### config.mk
export PLATFORM = sky130hd
export DESIGN_NAME = seg7_scan_ctrl_flat
export DESIGN_NICKNAME = d
export VERILOG_FILES = /design/src/rtl/seg7_scan_ctrl_if.sv /design/src/rtl/seg7_scan_ctrl.sv /design/src/flat_wrapper.sv
export SDC_FILE = /design/constraint.sdc
export NUM_CORES = 1
export LEC_CHECK = 0
export ABC_AREA = 1
export BUFFER_PORTS_ARGS = -buffer_cell sky130_fd_sc_hd__buf_2
export CORE_MARGIN = 2
export CORE_UTILIZATION = 55
export DETAILED_ROUTE_END_ITERATION = 16
export GPL_ROUTABILITY_DRIVEN = 0
export PLACE_DENSITY = 0.77
export SLEW_MARGIN = 25
export SYNTH_ARGS = -nofsm -noshare
export SYNTH_HDL_FRONTEND = slang
export SYNTH_SLANG_ARGS = --single-unit
### constraint.sdc
create_clock -name i_clk -period 4.55 [get_ports i_clk]
set_clock_uncertainty 0.1 [all_clocks]
set_input_delay 0.91 -clock i_clk [delete_from_list [all_inputs] [get_ports i_clk]]
set_output_delay 0.91 -clock i_clk [all_outputs]
set_load 0.01 [all_outputs]
### src/rtl/seg7_scan_ctrl_if.sv
// Bundle between the scan controller, its shared hex decoder and the load side.
// master: drives value/load/enable and the decoder return; slave: the controller.
interface seg7_scan_ctrl_if #(
   parameter int NDIGIT = 4
);
   logic                  i_en;
   logic                  i_load;
   logic [4*NDIGIT-1:0]   i_value;
   logic [NDIGIT-1:0]     i_dp;
   logic                  i_lz;
   logic [3:0]            o_num;
   logic [6:0]            i_seg7;
   logic [6:0]            o_seg7;
   logic [NDIGIT-1:0]     o_an;
   logic                  o_dp;
   logic                  o_frame;
   logic                  o_pending;

   modport master (
      output i_en, i_load, i_value, i_dp, i_lz, i_seg7,
      input  o_num, o_seg7, o_an, o_dp, o_frame, o_pending
   );

   modport slave (
      input  i_en, i_load, i_value, i_dp, i_lz, i_seg7,
      output o_num, o_seg7, o_an, o_dp, o_frame, o_pending
   );
endinterface

### src/rtl/seg7_scan_ctrl.sv
// Multiplexed common-anode 7-seg scanner: SHOW/BLANK per digit, double buffered.
// Ports: i_clk, i_reset (sync, active-high), bus (seg7_scan_ctrl_if.slave).
module seg7_scan_ctrl #(
   parameter int NDIGIT = 4,
   parameter int DIV    = 50000,
   parameter int BLANK  = 500
) (
   input  logic i_clk,
   input  logic i_reset,
   seg7_scan_ctrl_if.slave bus
);

   localparam int CMAX = (DIV > BLANK) ? DIV : BLANK;
   localparam int CW   = $clog2(CMAX + 1);
   localparam int IW   = (NDIGIT > 1) ? $clog2(NDIGIT) : 1;
   localparam int VW   = 4 * NDIGIT;

   typedef enum logic [1:0] {
      ST_IDLE,
      ST_SHOW,
      ST_BLANK
   } state_t;

   state_t            state;
   state_t            nstate;
   logic [IW-1:0]     idx;
   logic [IW-1:0]     nidx;
   logic [CW-1:0]     cnt;
   logic [CW-1:0]     ncnt;
   logic [VW-1:0]     act;
   logic [VW-1:0]     nact;
   logic [VW-1:0]     shd;
   logic [NDIGIT-1:0] act_dp;
   logic [NDIGIT-1:0] nact_dp;
   logic [NDIGIT-1:0] shd_dp;
   logic              pend;
   logic              commit;
   logic              last_dig;
   logic [VW-1:0]     upper;
   logic              nshow;

   logic [3:0]        num_q;
   logic [NDIGIT-1:0] an_q;
   logic              dp_q;
   logic              show_q;
   logic              frame_q;

   // Next state is computed once and the registered outputs are
   // derived from it, so outputs change on the same edge as state.
   always_comb begin
      nstate   = state;
      nidx     = idx;
      ncnt     = cnt + CW'(1);
      commit   = 1'b0;
      last_dig = (idx == IW'(NDIGIT - 1));
      if (!bus.i_en) begin
         nstate = ST_IDLE;
         nidx   = '0;
         ncnt   = '0;
      end else begin
         unique case (state)
            ST_IDLE: begin
               nstate = ST_SHOW;
               nidx   = '0;
               ncnt   = '0;
               commit = pend;
            end
            ST_SHOW: begin
               if (cnt == CW'(DIV - 1)) begin
                  nstate = ST_BLANK;
                  ncnt   = '0;
               end
            end
            ST_BLANK: begin
               if (cnt == CW'(BLANK - 1)) begin
                  nstate = ST_SHOW;
                  ncnt   = '0;
                  nidx   = last_dig ? '0 : idx + IW'(1);
                  commit = pend & last_dig;
               end
            end
            default: begin
               nstate = ST_IDLE;
               nidx   = '0;
               ncnt   = '0;
            end
         endcase
      end
      nact    = commit ? shd : act;
      nact_dp = commit ? shd_dp : act_dp;
      // Nibbles nidx..NDIGIT-1 shifted down; zero means this digit
      // and everything above it are leading zeros.
      upper   = nact >> {nidx, 2'b00};
      nshow   = (nstate == ST_SHOW) &&
                !(bus.i_lz && (nidx != '0) && (upper == '0));
   end

   always_ff @(posedge i_clk) begin
      if (i_reset) begin
         state   <= ST_IDLE;
         idx     <= '0;
         cnt     <= '0;
         act     <= '0;
         act_dp  <= '0;
         shd     <= '0;
         shd_dp  <= '0;
         pend    <= 1'b0;
         num_q   <= 4'h0;
         an_q    <= '1;
         dp_q    <= 1'b1;
         show_q  <= 1'b0;
         frame_q <= 1'b0;
      end else begin
         state  <= nstate;
         idx    <= nidx;
         cnt    <= ncnt;
         act    <= nact;
         act_dp <= nact_dp;
         if (bus.i_load) begin
            shd    <= bus.i_value;
            shd_dp <= bus.i_dp;
         end
         // A load on the commit edge re-arms pending for the new value.
         pend    <= bus.i_load | (pend & ~commit);
         num_q   <= (nstate == ST_IDLE) ? 4'h0 : upper[3:0];
         an_q    <= nshow ? ~(NDIGIT'(1) << nidx) : '1;
         dp_q    <= nshow ? ~nact_dp[nidx] : 1'b1;
         show_q  <= nshow;
         frame_q <= (nstate == ST_BLANK) &&
                    (nidx == IW'(NDIGIT - 1)) &&
                    (ncnt == CW'(BLANK - 1));
      end
   end

   assign bus.o_num     = num_q;
   assign bus.o_an      = an_q;
   assign bus.o_dp      = dp_q;
   assign bus.o_frame   = frame_q;
   assign bus.o_pending = pend;
   assign bus.o_seg7    = show_q ? bus.i_seg7 : 7'h7F;

endmodule

### src/flat_wrapper.sv
// flat-port wrapper written by rule: the top's interface ports become plain ports
module seg7_scan_ctrl_flat 
#(
   parameter int NDIGIT = 4,
   parameter int DIV    = 50000,
   parameter int BLANK  = 500
)
  (i_clk, i_reset, bus_i_en, bus_i_load, bus_i_value, bus_i_dp, bus_i_lz, bus_i_seg7, bus_o_num, bus_o_seg7, bus_o_an, bus_o_dp, bus_o_frame, bus_o_pending);
  seg7_scan_ctrl_if #(.NDIGIT(NDIGIT)) bus_i ();
  input  logic i_clk;
  input  logic i_reset;
  input wire logic [$bits(bus_i.i_en)-1:0] bus_i_en;
  input wire logic [$bits(bus_i.i_load)-1:0] bus_i_load;
  input wire logic [$bits(bus_i.i_value)-1:0] bus_i_value;
  input wire logic [$bits(bus_i.i_dp)-1:0] bus_i_dp;
  input wire logic [$bits(bus_i.i_lz)-1:0] bus_i_lz;
  input wire logic [$bits(bus_i.i_seg7)-1:0] bus_i_seg7;
  output wire logic [$bits(bus_i.o_num)-1:0] bus_o_num;
  output wire logic [$bits(bus_i.o_seg7)-1:0] bus_o_seg7;
  output wire logic [$bits(bus_i.o_an)-1:0] bus_o_an;
  output wire logic [$bits(bus_i.o_dp)-1:0] bus_o_dp;
  output wire logic [$bits(bus_i.o_frame)-1:0] bus_o_frame;
  output wire logic [$bits(bus_i.o_pending)-1:0] bus_o_pending;
  assign bus_i.i_en = bus_i_en;
  assign bus_i.i_load = bus_i_load;
  assign bus_i.i_value = bus_i_value;
  assign bus_i.i_dp = bus_i_dp;
  assign bus_i.i_lz = bus_i_lz;
  assign bus_i.i_seg7 = bus_i_seg7;
  assign bus_o_num = bus_i.o_num;
  assign bus_o_seg7 = bus_i.o_seg7;
  assign bus_o_an = bus_i.o_an;
  assign bus_o_dp = bus_i.o_dp;
  assign bus_o_frame = bus_i.o_frame;
  assign bus_o_pending = bus_i.o_pending;
  seg7_scan_ctrl #(.NDIGIT(NDIGIT), .DIV(DIV), .BLANK(BLANK)) u_core (.i_clk(i_clk), .i_reset(i_reset), .bus(bus_i));
endmodule
==> results_dict.tcl, run 1 <==
set metrics [dict create \
    finalHoldWorstSlack_ns 0.3682 \
    path_class "reg -> reg" \
    slew_viol_final 0 \
    grtUsageTotal 0.2264 \
    grt_pass1_vias 3047 \
    die_y_um 84.28 \
    maxCapViolations 0 \
    cts.sink_count 72 \
    holdBufCountCts 0 \
    fmax_ghz 0.3772 \
    worstSetupStartpointType "flop" \
    cts_buffers 9 \
    dp_hpwl_mm 5.765 \
    critPathSlowestCell "dfxtp_1" \
    finalPower_mw 1.264 \
    final_cell_mix "121 x nand2_1, 99 x nor2_1, 72 x dfxtp_1, 49 x buf_2, 46 x inv_1" \
    final.setup.tns_ns 0 \
    min_path_type "reg -> reg" \
    final.period_utilization 0.5826 \
    drt_iter0_drc 136 \
    globalRouteOverflowTotal 0 \
    fin_util 0.6325 \
    hold_viol_final 0 \
    ir_worst_vdd_mv 0.2487 \
    crit_path_end_kind "flop" \
    portBuffers 49 \
    clockRootBuffer "clkbuf_8" \
    synthFlopType "dfxtp_1" \
    diodes 0 \
    clockBufferDepth 2 \
    grt_max_degree 35 \
    placedInstanceArea_um2 3785 \
    htreeDepth 3 \
    wire_per_inst_um 12.09 \
    io_pins 50 \
    status "finished, final reports clean" \
    crit_path_frequent_cell "nand2_1" \
    clkTransAtPathRegs_ns 0.07 \
    num_rows 29 \
    synth-seq-cells 72 \
    cts_post_setup_buffers_inserted 0 \
    finalSetupViolCount 0 \
    dr.pass1.iters 4 \
    final_nets 597 \
    viasPerCell 5.147 \
    clkLatencyLatePin_ns 0.35 \
    final_common_cell "nand2_1" \
    slowest_delay_ns 0.38 \
    syn2layout_area_growth_pct 12.00 \
    avgSynthCellArea_um2 6.869 \
    ant_nets 0 \
    slew_headroom 0.5716 \
    cp.arrival_ns 2.78 \
    critPathMaxFanout 12 \
    yosysWarningCount 0 \
    power.density_nw_per_um2 318.4 \
    syn_area_um2 3545 \
    route.detailed.drc 0 \
    finalInstanceArea_um2 3970 \
    start_util 0.5647 \
    netlist-cell-type-count 35 \
    synth_nets 554 \
    synth_edf_count 0 \
    dieArea_um2 7103 \
    required_ns 4.68 \
    leakage_nw 1.910 \
    core-area_um2 6277 \
    cts_tree "done" \
    cts_resized 0 \
    antenna_found_initial 0 \
    rsz0062_at_grt "no" \
    postSynth.asyncResetShare 0 \
    path_cells "ha_1, inv_2, nor2_2, nand2_1, nor2_2, nand2_2, nand2_1, nand3_1, nand2_1, nand2_1, inv_1, nor2_1, nand2_1, nand2_1, nor2_1, nand3_1, nor2_1, nor2_1" \
    die_w_um 84.28 \
    period_needed_ns 2.651 \
    grt_pass1_wl_mm 13.14 \
    netlist_instances 516 \
    vias 3294 \
    synth_seq_area_share 0.4066 \
    drt-total-wl_mm 7.735 \
    post_route_cells_drive_above_1_share 0.1687 \
    worst_slew_pin_slew_ns 0.6420 \
]
sequential cells by signal (all words and copies together) (netlist names):
signal / count
u_core.show_q: 1
u_core.cnt: 16
u_core.bus.o_an: 4
u_core.bus.o_frame: 1
u_core.act: 16
u_core.shd_dp: 4
u_core.idx: 2
u_core.bus.o_num: 4
u_core.bus.o_dp: 1
u_core.act_dp: 4
u_core.shd: 16
u_core.state: 2
u_core.bus.o_pending: 1
layer usage:
| metal | global-route usage | routed length (µm) | vias up |
|---|---|---|---|
| li1 | - | - | 1713 |
| met1 | 0.2878 | 3546 | 1489 |
| met2 | 0.3781 | 3727 | 79 |
| met3 | 0.04916 | 308 | 13 |
| met4 | 0.08358 | 153 | 0 |
| met5 | 0 | 0 | - |
cell usage after synthesis (4+ instances only):
cell type | number | area (µm²)
nor2_2 | 12 | 75.07
o21ai_0 | 25 | 125.1
clkbuf_1 | 10 | 37.54
nor2_1 | 99 | 371.6
inv_1 | 46 | 172.7
nand3_1 | 43 | 215.2
dfxtp_1 | 72 | 1441
buf_6 | 4 | 45.04
nand4_1 | 5 | 31.28
ha_1 | 6 | 75.07
mux2i_1 | 4 | 40.04
nand2_2 | 6 | 37.54
nand3b_1 | 6 | 45.04
nand2_1 | 121 | 454.2
a21oi_1 | 11 | 55.05
nor3_1 | 8 | 40.04
xor2_1 | 7 | 61.31
inv_2 | 4 | 15.01
worst max-delay path: cells and delay by family, from the launching register on:
family                     cells  cell delay [ns]
and+or+nand+nor               15             1.56
buffers and inverters          2             0.29
adders and majority gates      1             0.22
DFF                            1             0.38
path summary, 6_finish.rpt:
kind / start / to / slack (ns) / cells after the start
min: u_core.act[4]$_SDFF_PP0_ / u_core.act[4]$_SDFF_PP0_ / 0.37 / 2
max reg2reg: u_core.cnt[0]$_SDFF_PP0_ / u_core.show_q$_SDFF_PP0_ / 1.90 / 18
max: u_core.cnt[0]$_SDFF_PP0_ / u_core.show_q$_SDFF_PP0_ / 1.90 / 18
min reg2reg: u_core.act[4]$_SDFF_PP0_ / u_core.act[4]$_SDFF_PP0_ / 0.37 / 2
kinds of logic after synthesis:
logic type | after synthesis | share of synthesized area
muxes | 4 | 0.01130
DFF | 72 | 0.4066
xor gates and xnor gates | 9 | 0.02224
and+or+nand+nor | 309 | 0.3819
adders and majority gates | 6 | 0.02118
buffers and inverters | 69 | 0.08366
AOI/OAI and AO/OA | 47 | 0.07307
per-stage QoR:
| stage | std cells | worst slack (ns) |
|---|---|---|
| 6_report | 640 | 1.899 |
| 5_1_grt | 640 | 1.614 |
| 4_1_cts | 640 | 1.935 |
| 3_5_place_dp | 625 | 1.807 |
| 3_3_place_gp | 625 | 1.844 |
| 2_1_floorplan | 516 | 2.250 |
area by class of cell:
type                            count  area [µm²]
Clock buffer                        9       123.9
Clock inverter                      6       61.31
Fill cell                         568        2307
Inverter                           52       195.2
Multi-Input combinational cell    375        1807
Sequential cell                    72        1441
Tap cell                           77       96.34
Timing Repair Buffer               49       245.2
power by group:
group | switching, mW | internal [mW] | total, mW | leakage [nW]
Sequential | 0.0111 | 0.652 | 0.663 | 0.588
Combinational | 0.0748 | 0.0438 | 0.119 | 1.23
Clock | 0.234 | 0.248 | 0.482 | 0.0948
Total | 0.320 | 0.944 | 1.26 | 1.91
Power figures use the tool's default switching activity.
==> inputs of run 2 (changes only) <==
==> constraint.sdc (replaced) <==
create_clock -name i_clk -period 2.6 [get_ports i_clk]
set_clock_uncertainty 0.1 [all_clocks]
set_input_delay 0.52 -clock i_clk [delete_from_list [all_inputs] [get_ports i_clk]]
set_output_delay 0.52 -clock i_clk [all_outputs]
set_load 0.01 [all_outputs]
==> results_dict.tcl, run 2 (synthesized netlist as in run 1, its figures left out) <==
set metrics [dict create \
    fmax_ghz 0.4239 \
    slowest_delay_ns 0.36 \
    critPathSlowestCell "dfxtp_2" \
    worstSetupStartpointType "flop" \
    final.period_utilization 0.9073 \
    grt_pass1_wl_mm 13.55 \
    whs_path_depth 3 \
    critPathMaxFanout 8 \
    final_common_cell "nand2_1" \
    dr.pass1.iters 5 \
    required_ns 2.78 \
    grt_max_degree 35 \
    ant_nets 0 \
    holdPathEnd "u_core.shd_dp[3]$_SDFFE_PP0P_" \
    cts_tree "done" \
    antenna_found_initial 0 \
    final_nets 612 \
    route.detailed.drc 0 \
    globalRouteOverflowTotal 0 \
    finalHoldWorstSlack_ns 0.2852 \
    ir_worst_vdd_mv 0.3959 \
    wire_per_inst_um 12.59 \
    slew_viol_final 0 \
    core-area_um2 6277 \
    worst_slew_pin_slew_ns 0.6898 \
    clkTransAtPathRegs_ns 0.08 \
    leakage_nw 2.004 \
    drt_iter0_drc 164 \
    maxCapViolations 0 \
    dieArea_um2 7103 \
    r2r_cells 18 \
    place_ws_ns 0.1276 \
    cts.sink_count 72 \
    portBuffers 49 \
    r2r_end "u_core.bus.o_an[1]$_SDFF_PP1_" \
    cp.arrival_ns 2.54 \
    crit_path_end_kind "flop" \
    start_util 0.5647 \
    cts_buffers 9 \
    crit_cells 18 \
    num_rows 29 \
    cp_num_buf_inv 2 \
    viasPerCell 5.207 \
    htreeDepth 3 \
    holdBufCountCts 0 \
    post_route_cells_drive_above_1_share 0.1969 \
    power.density_nw_per_um2 589.1 \
    clkLatencyLatePin_ns 0.35 \
    drt-total-wl_mm 8.257 \
    cp_top_family "simple AND/OR/NAND/NOR gates" \
    finalPower_mw 2.460 \
    path_class "reg -> reg" \
    clockBufferDepth 2 \
    final_cell_mix "121 x nand2_1, 99 x nor2_1, 71 x dfxtp_1, 49 x buf_2, 45 x inv_1" \
    path_cells "ha_2, inv_2, nor2_2, nand2_1, nor2_4, nand2_2, nand2_1, nand3_1, nand2_1, nand2_1, buf_4, nand3_1, nand2_1, nor2_2, nand2_1, nor2_2, nand3_2, nand3_1" \
    period_needed_ns 2.359 \
    setup_slack_ns 0.2410 \
    rrSetupSlack_ns 0.24 \
    io_pins 50 \
    diodes 0 \
    grt_pass1_vias 3107 \
    syn2layout_area_growth_pct 17.79 \
    fin_util 0.6651 \
    die_y_um 84.28 \
    slew_headroom 0.5401 \
    finalSetupViolCount 0 \
    grtUsageTotal 0.2335 \
    hold_path_startpoint "bus_i_dp[3]" \
    min_path_type "in -> reg" \
    die_w_um 84.28 \
    reg.largest.list "u_core.act x16, u_core.cnt x16, u_core.shd x16" \
    vias 3416 \
    r2r_start "u_core.cnt[0]$_SDFF_PP0_" \
    hold_viol_final 0 \
    dp_hpwl_mm 5.795 \
    crit_path_frequent_cell "nand2_1" \
    fill_cells 545 \
    status "finished, final reports clean" \
    clockRootBuffer "clkbuf_8" \
]
run 2: changes by cell type in the layout (fill, tap and decap cells not counted), moves of 2 or more:
cell,change
clkinv_2,-2
nand2_8,+2
buf_4,+13
bufinv_16,+2
run 2: timing repair:
item,4_1_cts,5_1_grt
buffers inserted,0,6
endpoints found under the setup margin,0,7
gates resized for setup,0,7
run 2: final cells by class:
| type | instances | area [µm²] | area share |
|---|---|---|---|
| inverters | 52 | 195.2 | 0.04675 |
| clock buffers | 9 | 123.9 | 0.02967 |
| clock inverters | 7 | 120.1 | 0.02877 |
| well taps | 77 | 96.34 | 0.02307 |
| multi-input cells | 376 | 1843 | 0.4414 |
| repair buffers | 63 | 354.1 | 0.08481 |
| flip-flops and latches | 72 | 1443 | 0.3455 |
run 2: stage by stage:
stage,instances,setup TNS [ns],instance area [µm²]
floorplan,516,0,3545
global placement,633,0,3845
detailed placement,633,0,3845
CTS,649,0,4089
global route,656,-0.1258,4175
finish,656,0,4175
run 2: worst min-delay path: cells and delay by family:
| family | cells | cell delay, ns |
|---|---|---|
| buf+inv | 1 | 0.07 |
| simple gates | 2 | 0.11 |
run 2: per-layer routing:
| layer | vias to the layer above | track usage | part of all wire |
|---|---|---|---|
| met4 | 0 | 0.1144 | 0.024 |
| li1 | 1756 | - | - |
| met2 | 119 | 0.3889 | 0.48 |
| met1 | 1524 | 0.2942 | 0.44 |
| met5 | - | 0 | 0 |
| met3 | 17 | 0.03736 | 0.064 |
run 2: power by group:
group          switching (mW)  internal [mW]  total [mW]  leakage [nW]
Sequential             0.0194           1.14        1.16         0.589
Clock                   0.437          0.638        1.08         0.119
Combinational           0.139         0.0841       0.223          1.30
Total                   0.596           1.86        2.46          2.00
run 2: worst max path at each step:
stage	startpoint	to	slack, ns
2_1_floorplan	u_core.cnt[0]$_SDFF_PP0_	u_core.show_q$_SDFF_PP0_	0.52
3_3_place_gp	u_core.cnt[0]$_SDFF_PP0_	u_core.show_q$_SDFF_PP0_	0.19
3_5_place_dp	u_core.cnt[0]$_SDFF_PP0_	u_core.show_q$_SDFF_PP0_	0.13
4_1_cts	u_core.cnt[0]$_SDFF_PP0_	u_core.show_q$_SDFF_PP0_	0.08
5_1_grt	u_core.cnt[0]$_SDFF_PP0_	u_core.bus.o_an[3]$_SDFF_PP1_	-0.03
6_report	u_core.cnt[0]$_SDFF_PP0_	u_core.bus.o_an[1]$_SDFF_PP1_	0.24
